File: src/rtl/fb_swap_ctrl.sv
// Double-buffered frame-memory controller: renderer writes the back bank, display reads the front.
// Optional sticky framing-error output enabled by defining FB_ERR_EN.
module fb_swap_ctrl #(
    parameter int COLS  = 64,
    parameter int ROWS  = 32,
    parameter int PIX_W = 12,
    localparam int AW   = $clog2(COLS * ROWS / 2)
) (
    input  logic             clk,
    input  logic             rst,
    input  logic             pix_valid,
    output logic             pix_ready,
    input  logic             pix_sof,
    input  logic [PIX_W-1:0] pix_data,
    input  logic             dspl_vsync,
    output logic             mem_we,
    output logic             mem_wbank,
    output logic             mem_whalf,
    output logic [AW-1:0]    mem_waddr,
    output logic [PIX_W-1:0] mem_wdata,
    output logic             rd_bank,
    output logic             swapped
`ifdef FB_ERR_EN
    ,
    output logic             err
`endif
);

    localparam int IW = $clog2(COLS * ROWS);
    localparam logic [IW-1:0] LAST = IW'(COLS * ROWS - 1);

    typedef enum logic [1:0] {
        IDLE,
        FILL,
        PEND
    } state_t;

    state_t        state;
    logic [IW-1:0] idx;
    logic [IW-1:0] wr_idx;
    logic          hs;
    logic          do_wr;
    logic          wr_last;

    // A start-of-frame pixel always lands at raster position 0.
    assign hs        = pix_valid & pix_ready;
    assign wr_idx    = pix_sof ? '0 : idx;
    assign do_wr     = hs & (pix_sof | (state == FILL));
    assign wr_last   = (wr_idx == LAST);
    assign mem_wbank = ~rd_bank;

    always_ff @(posedge clk) begin
        if (rst) begin
            state     <= IDLE;
            idx       <= '0;
            pix_ready <= 1'b0;
            mem_we    <= 1'b0;
            mem_whalf <= 1'b0;
            mem_waddr <= '0;
            mem_wdata <= '0;
            rd_bank   <= 1'b0;
            swapped   <= 1'b0;
        end else begin
            mem_we  <= do_wr;
            swapped <= 1'b0;
            if (do_wr) begin
                {mem_whalf, mem_waddr} <= wr_idx;
                mem_wdata              <= pix_data;
            end
            unique case (state)
                IDLE, FILL: begin
                    pix_ready <= 1'b1;
                    if (do_wr) begin
                        if (wr_last) begin
                            state     <= PEND;
                            idx       <= '0;
                            pix_ready <= 1'b0;
                        end else begin
                            state <= FILL;
                            idx   <= wr_idx + 1'b1;
                        end
                    end
                end
                PEND: begin
                    // Renderer is stalled until the display side is idle.
                    pix_ready <= 1'b0;
                    if (dspl_vsync) begin
                        rd_bank   <= ~rd_bank;
                        swapped   <= 1'b1;
                        state     <= IDLE;
                        pix_ready <= 1'b1;
                    end
                end
                default: begin
                    state     <= IDLE;
                    pix_ready <= 1'b0;
                end
            endcase
        end
    end

`ifdef FB_ERR_EN
    always_ff @(posedge clk) begin
        if (rst) begin
            err <= 1'b0;
        end else if (hs & (((state == FILL) & pix_sof) |
                           ((state == IDLE) & ~pix_sof))) begin
            err <= 1'b1;
        end
    end
`endif

endmodule

File: config.mk
export PLATFORM = sky130hd
export DESIGN_NAME = fb_swap_ctrl
export DESIGN_NICKNAME = d
export VERILOG_FILES = /design/src/rtl/fb_swap_ctrl.sv
export SDC_FILE = /design/constraint.sdc
export NUM_CORES = 1
export LEC_CHECK = 0
export CAP_MARGIN = 20
export CORE_ASPECT_RATIO = 1.25
export CORE_UTILIZATION = 45
export DETAILED_ROUTE_END_ITERATION = 10
export HOLD_SLACK_MARGIN = 0.1
export PLACE_DENSITY_LB_ADDON = 0.08
export SYNTH_ARGS = -nofsm -noshare
export SYNTH_HDL_FRONTEND = slang
export SYNTH_SLANG_ARGS = --single-unit
File: constraint.sdc
create_clock -name clk -period 3.7 [get_ports clk]
set_input_delay 0.74 -clock clk [delete_from_list [all_inputs] [get_ports clk]]
set_output_delay 0.74 -clock clk [all_outputs]
set_load 0.005 [all_outputs]
### After elaboration in Yosys (flattened, before gate mapping)

Cells that the tools add are included.
Widths: inputs -> output; s select.

| word-level totals | value |
|---|---|
| register bits after elaboration | 40 |
| input bits | 17 |
| output and inout port bits | 28 |
| logic and storage cells | 36 |

| cells by class | value |
|---|---|
| add/subtract/negate cells | 1 |
| eq/ne operators | 5 |
| multiplexer cells | 10 |
| bitwise logic cells | 5 |
| reduce and logical (&&, ||, !) cells | 6 |

Operator list:

| operator | number |
|---|---|
| $mux 11 | 2 |
| $add 11x1->11 const B | 1 |
| $eq 11x11->1 const B | 1 |
| $mux 2 | 3 |
| $reduce_and 2->1 | 3 |
| $ne 2x2->1 const B | 2 |
| $pmux 2 s2 | 1 |
| $reduce_or 2->1 | 2 |
| $mux 1 | 3 |
| $and 1x1->1 | 2 |
| $eq 2x1->1 const B | 1 |
| $eq 2x2->1 const B | 1 |
| $logic_not 2->1 | 1 |
| $not 1->1 | 2 |
| $pmux 1 s2 | 1 |
| $or 1x1->1 | 1 |

### Longest topological paths before layout

| logic depth | value |
|---|---|
| depth in word-level cells | 5 |
| mapped depth | 9 |
| depth with buffers taken out | 6 |

### Least setup slack after synthesis

Ideal clock, no wire load.

| timing path | value |
|---|---|
| path type | input -> register |
| start point | input port pix_sof |
| end point | register idx[2] |
| setup time | 133 ps |
| data arrival time | 2,350 ps |
| data required time | 3,567 ps |
| slack | 1,218 ps |
| cell stages on the path | 9 |
| buffers on the path | 3 |
| cell sequence | buf_6 -> clkbuf_1 -> nor2b_1 -> ha_1 -> nand3_1 -> or4_4 -> buf_6 -> nand4b_1 -> a31oi_1 |

| between the ends | value |
|---|---|
| longest elaborated chain between the ends | 3 |
| elaborated cells between the ends (all ways) | 7 |
| classes of those cells | add/sub (1); eq/ne (1); mux (2); bitwise (2); reduce/logical (1) |

Ends and longest elaborated chain:

| element | line | text |
|---|---|---|
| start: declaration | 13 | `input logic pix_sof,` |
| $mux 11 (*) | 47 | `assign wr_idx = pix_sof ? '0 : idx;` |
| via wr_idx[1] | 40 | `logic [IW-1:0] wr_idx;` |
| $add 11x1->11 or $eq 11x11->1 (tied branches) | 80, 49 |  |
| $mux 11 (*) | 74 | `if (wr_last) begin` |
| end signal: assignment | 80 | `idx <= wr_idx + 1'b1;` |
| end: declaration | 39 | `logic [IW-1:0] idx;` |

Mark *: on every way through the listed nets, which the timed path passes. The rest lies on a longest branch.
A chain may end at the register's enable or synchronous reset.

### Final worst setup path

| timing path | value |
|---|---|
| start point | input port pix_sof |
| end point | register idx[9] |

Same word-level chain as after synthesis.

==> metrics list <==
- The number of nets in the synthesized netlist is 233.
- Register bit count reported by yosys: 40
* Buffer levels on the longest clock path: 2
- Synthesis produced a netlist whose cell count is 215.
* Standard cell with the maximum stage delay on the critical path: sky130_fd_sc_hd__or4_4
- TritonCTS Sinks: 40
* Largest net degree at the start of global routing: 27
- Pwr per Cell Area: 350 nW/um^2
- For this configuration, the core starts out at a cell density of 48.2%.
- Along the worst path, the maximum fanout reaches 12.
- Fmax: 388 MHz
- For this design the static power due to leakage is 0.750 nW.
- After the first detailed-routing iteration, the DRC count stood at 70.
- Detailed-route vias per instance: 5.48
* Die Y: 71.2 um
- Clock latency on the worst-skew pair: 0.29 ns
- At the end of the flow, the number of nets in the layout was 273.
* Clock transition at the register clock pins on the worst setup and hold paths after CTS: 0.07 ns
- Violated checks: DRC
- Filler cells: 340
- Number of max-capacitance violations reported: 0
- On the worst path, the slowest cell contributes a delay of 0.66 ns.
- The first global-routing pass estimated 6.25 mm of wire.
* H-tree depth reported by CTS: 2
- Port Buffer Count: 44
- Status: complete, but fails checks
- Tmin final: 2.57 ns
* Final non-filler cell total: 294
- Portion of the clock cycle consumed by the worst path in the final layout: 69.6%
- The first detailed-routing pass took 7 iterations.
* Vias in the first global route: 1429
- Kind of critical path: in -> reg
- Of the cells placed in the final design, the portion with a size suffix greater than 1 is 5.10%.
* Clk_skew: 0.00436 ns
- The count of nets left with antenna violations once routing finished came out at 0.
- The worst hold path belongs to the class reg -> reg.
- Footprint of the flip-flops and latches: 801 sq um
* Grt ovf: 0
- Setup violations remaining at the end of the flow were counted as 0.
- Traced cell by cell, the critical path runs through clkdlybuf4s50_1 -> nor2b_1 -> ha_1 -> nand3_1 -> or4_4 -> o2111ai_1 -> a31oi_1.
- Total die area: 4080 sq um
- Average footprint of a synthesized cell: 8.01 sq um
* Final-layout setup total negative slack: 0 ns
* Buffers inserted during post-CTS setup optimization: 0
- TritonCTS clock tree: yes
* Via count: 1611
* Endpoint kind of the worst setup timing path: flip-flop
- Hold repair after CTS inserted 0 buffers.
- Startpoint type of the worst setup path: input port
* Number of I/O pins: 45
- In this run the tightest slew margin relative to its limit is 65.1%.
- Row generation in the floorplan step produced 24 rows.
- Detailed-route wire length: 3.90 mm
- In this run the horizontal extent of the chip is 57.3 um.
- Residual DRC: 6
- Arrival time at the worst endpoint: 2.75 ns
- For this run, the number of Yosys warnings is 0.
- TritonCTS created 5 clock buffers.
- Summing all multi-input logic gate instances after layout gives 826 sq um.
* Unrepaired setup endpoints after global routing: false
- Initial antenna violation count: 0
* Cells resized by post-CTS repair: 0
- The tree is rooted in a sky130_fd_sc_hd__clkbuf_8.
- Netlist area before placement: 1720 sq um
- The share of the Yosys chip area taken by registers is 46.5%.
* WL per Instance: 13.3 um
- Layout overhead on the synthesized area: 30.1%
- Detailed placement ended at an HPWL of 2.64 mm.
- Counting tap cells, the placed design contains a total of 287 instances.
* Worst ir drop on vdd: 234 uV
- Routability-driven placement finished with a final weighted congestion of 0.787.
- The netlist uses 35 different library cells.
* Gr usage total: 19.6%
* Core area: 3570 sq um
* Worst EP required: 3.87 ns
- For the pin with the worst max-slew slack, the measured transition is 0.522 ns.
* Hold violation total from the final report: 0
- Final Max Slew Viols: 0
- Total inserted antenna cells: 0
## metal layers
| layer | track usage (%) | up-vias | part of all wire [%] |
|---|---|---|---|
| li1 | - | 826 | - |
| met1 | 22.0 | 735 | 43 |
| met2 | 34.9 | 43 | 50 |
| met3 | 4.02 | 7 | 5.1 |
| met4 | 8.94 | 0 | 1.9 |
| met5 | 0 | - | 0 |
## worst max-delay path, delay by kind of cell
family	cells	cell delay (ns)
simple gates	3	1.04
buf+inv	1	0.48
compound gates	2	0.24
fa+ha+maj	1	0.25
## cells in the final DEF, fill, tap and decap left out
| cell | count |
|---|---|
| sky130_fd_sc_hd__clkdlybuf4s50_1 | 44 |
| sky130_fd_sc_hd__nand3_1 | 13 |
| sky130_fd_sc_hd__dfxtp_1 | 40 |
| sky130_fd_sc_hd__or4_4 | 1 |
| sky130_fd_sc_hd__nor4b_1 | 1 |
| sky130_fd_sc_hd__a31oi_1 | 7 |
| sky130_fd_sc_hd__nor2_1 | 10 |
| sky130_fd_sc_hd__a21oi_1 | 33 |
| sky130_fd_sc_hd__a2111o_1 | 1 |
| sky130_fd_sc_hd__clkbuf_1 | 1 |
| sky130_fd_sc_hd__ha_1 | 1 |
| sky130_fd_sc_hd__buf_4 | 4 |
| sky130_fd_sc_hd__nor3_1 | 2 |
| sky130_fd_sc_hd__o31ai_1 | 1 |
| sky130_fd_sc_hd__and2_1 | 1 |
| sky130_fd_sc_hd__o21ai_0 | 2 |
| sky130_fd_sc_hd__nand3b_1 | 3 |
| sky130_fd_sc_hd__nor4_1 | 3 |
| sky130_fd_sc_hd__nand2_1 | 48 |
| sky130_fd_sc_hd__nand4_1 | 8 |
| sky130_fd_sc_hd__o211a_1 | 1 |
| sky130_fd_sc_hd__or3_1 | 3 |
| sky130_fd_sc_hd__nor2b_1 | 5 |
| sky130_fd_sc_hd__clkbuf_8 | 5 |
| sky130_fd_sc_hd__nand3b_4 | 1 |
| sky130_fd_sc_hd__xnor2_1 | 1 |
| sky130_fd_sc_hd__inv_1 | 5 |
| sky130_fd_sc_hd__o2111ai_1 | 1 |
| sky130_fd_sc_hd__o21ba_2 | 1 |
| sky130_fd_sc_hd__and3_1 | 1 |
| sky130_fd_sc_hd__nand4b_1 | 2 |
| sky130_fd_sc_hd__clkinv_2 | 1 |
| sky130_fd_sc_hd__o32a_1 | 1 |
| sky130_fd_sc_hd__and4b_1 | 1 |
| sky130_fd_sc_hd__or2_1 | 1 |
| sky130_fd_sc_hd__o21bai_1 | 1 |
## path summary, 6_finish.rpt
path,start,to,slack (ns),cells after the start
setup / recovery,pix_sof,idx[9],1.13,7
hold / removal,mem_wdata[3],mem_wdata[3],0.45,2
setup reg to reg,idx[0],idx[9],1.70,6
hold reg to reg,mem_wdata[3],mem_wdata[3],0.45,2
## cells by family after synthesis
family,Yosys count,synth area share [%]
AO/OA/AOI/OAI,49,16.5
XOR/XNOR,1,0.508
adder cells (fa/ha/maj),1,0.726
buffers and inverters,20,5.59
flip-flops,40,46.5
AND/OR/NAND/NOR,104,30.2
## power by group
| part | internal [mW] | switching (mW) | leakage, nW |
|---|---|---|---|
| registers | 0.437 | 0.00426 | 0.324 |
| clock network | 0.128 | 0.144 | 0.0410 |
| logic | 0.0356 | 0.0347 | 0.385 |
| total | 0.601 | 0.183 | 0.750 |
## Yosys cell counts, drive strengths merged
| cell type | n | share of area (%) |
|---|---|---|
| or3 | 3 | 1.1 |
| a31oi | 7 | 2.5 |
| dfxtp | 40 | 46 |
| nand3 | 13 | 3.8 |
| nor3 | 2 | 0.58 |
| nor4b | 1 | 0.51 |
| o21ai | 2 | 0.58 |
| xnor2 | 1 | 0.51 |
| clkbuf | 9 | 2.0 |
| and3 | 1 | 0.36 |
| and4b | 1 | 0.58 |
| nor2 | 10 | 2.2 |
| nand4 | 8 | 2.9 |
| a21oi | 33 | 9.6 |
| nand2 | 48 | 10 |
| nand4b | 2 | 1.0 |
| and2 | 1 | 0.36 |
| nand3b | 4 | 2.5 |
| a2111o | 1 | 0.65 |
| or2 | 1 | 0.36 |
| o21bai | 1 | 0.44 |
| ha | 1 | 0.73 |
| buf | 6 | 2.5 |
| nor4 | 3 | 1.1 |
| o2111ai | 1 | 0.51 |
| o31ai | 1 | 0.44 |
| o32a | 1 | 0.58 |
| nor2b | 5 | 1.8 |
| or4 | 1 | 0.65 |
| o211a | 1 | 0.58 |
| o21ba | 1 | 0.58 |
| inv | 5 | 1.1 |
## sequential cells by signal, summed over array words and instances, names as in the netlist
register,cells
swapped,1
rd_bank,1
state,2
mem_we,1
mem_waddr,10
mem_wdata,12
mem_whalf,1
pix_ready,1
idx,11
## area by class of cell
type	count	area share [%]
clock buffer	6	3.24
clock inverter	1	0.223
inverter	5	0.837
tap	39	2.18
multi-input combinational	155	36.8
sequential	40	35.7
timing repair buffer	48	21.0
## per-stage QoR
step | util, % | hold WS (ns) | power [mW] | worst slack [ns] | cell area [sq um]
3_3_place_gp | 60.6 | 0.439 | 0.523 | 0.908 | 2160
3_5_place_dp | 60.6 | 0.444 | 0.522 | 0.837 | 2160
5_1_grt | 62.7 | 0.474 | 0.813 | 1.02 | 2240
4_1_cts | 62.7 | 0.454 | 0.792 | 1.14 | 2240
6_report | 62.7 | 0.452 | 0.785 | 1.13 | 2240
2_1_floorplan | - | 0.448 | 0.485 | 1.22 | 1720
Power figures use the tool's default switching activity.
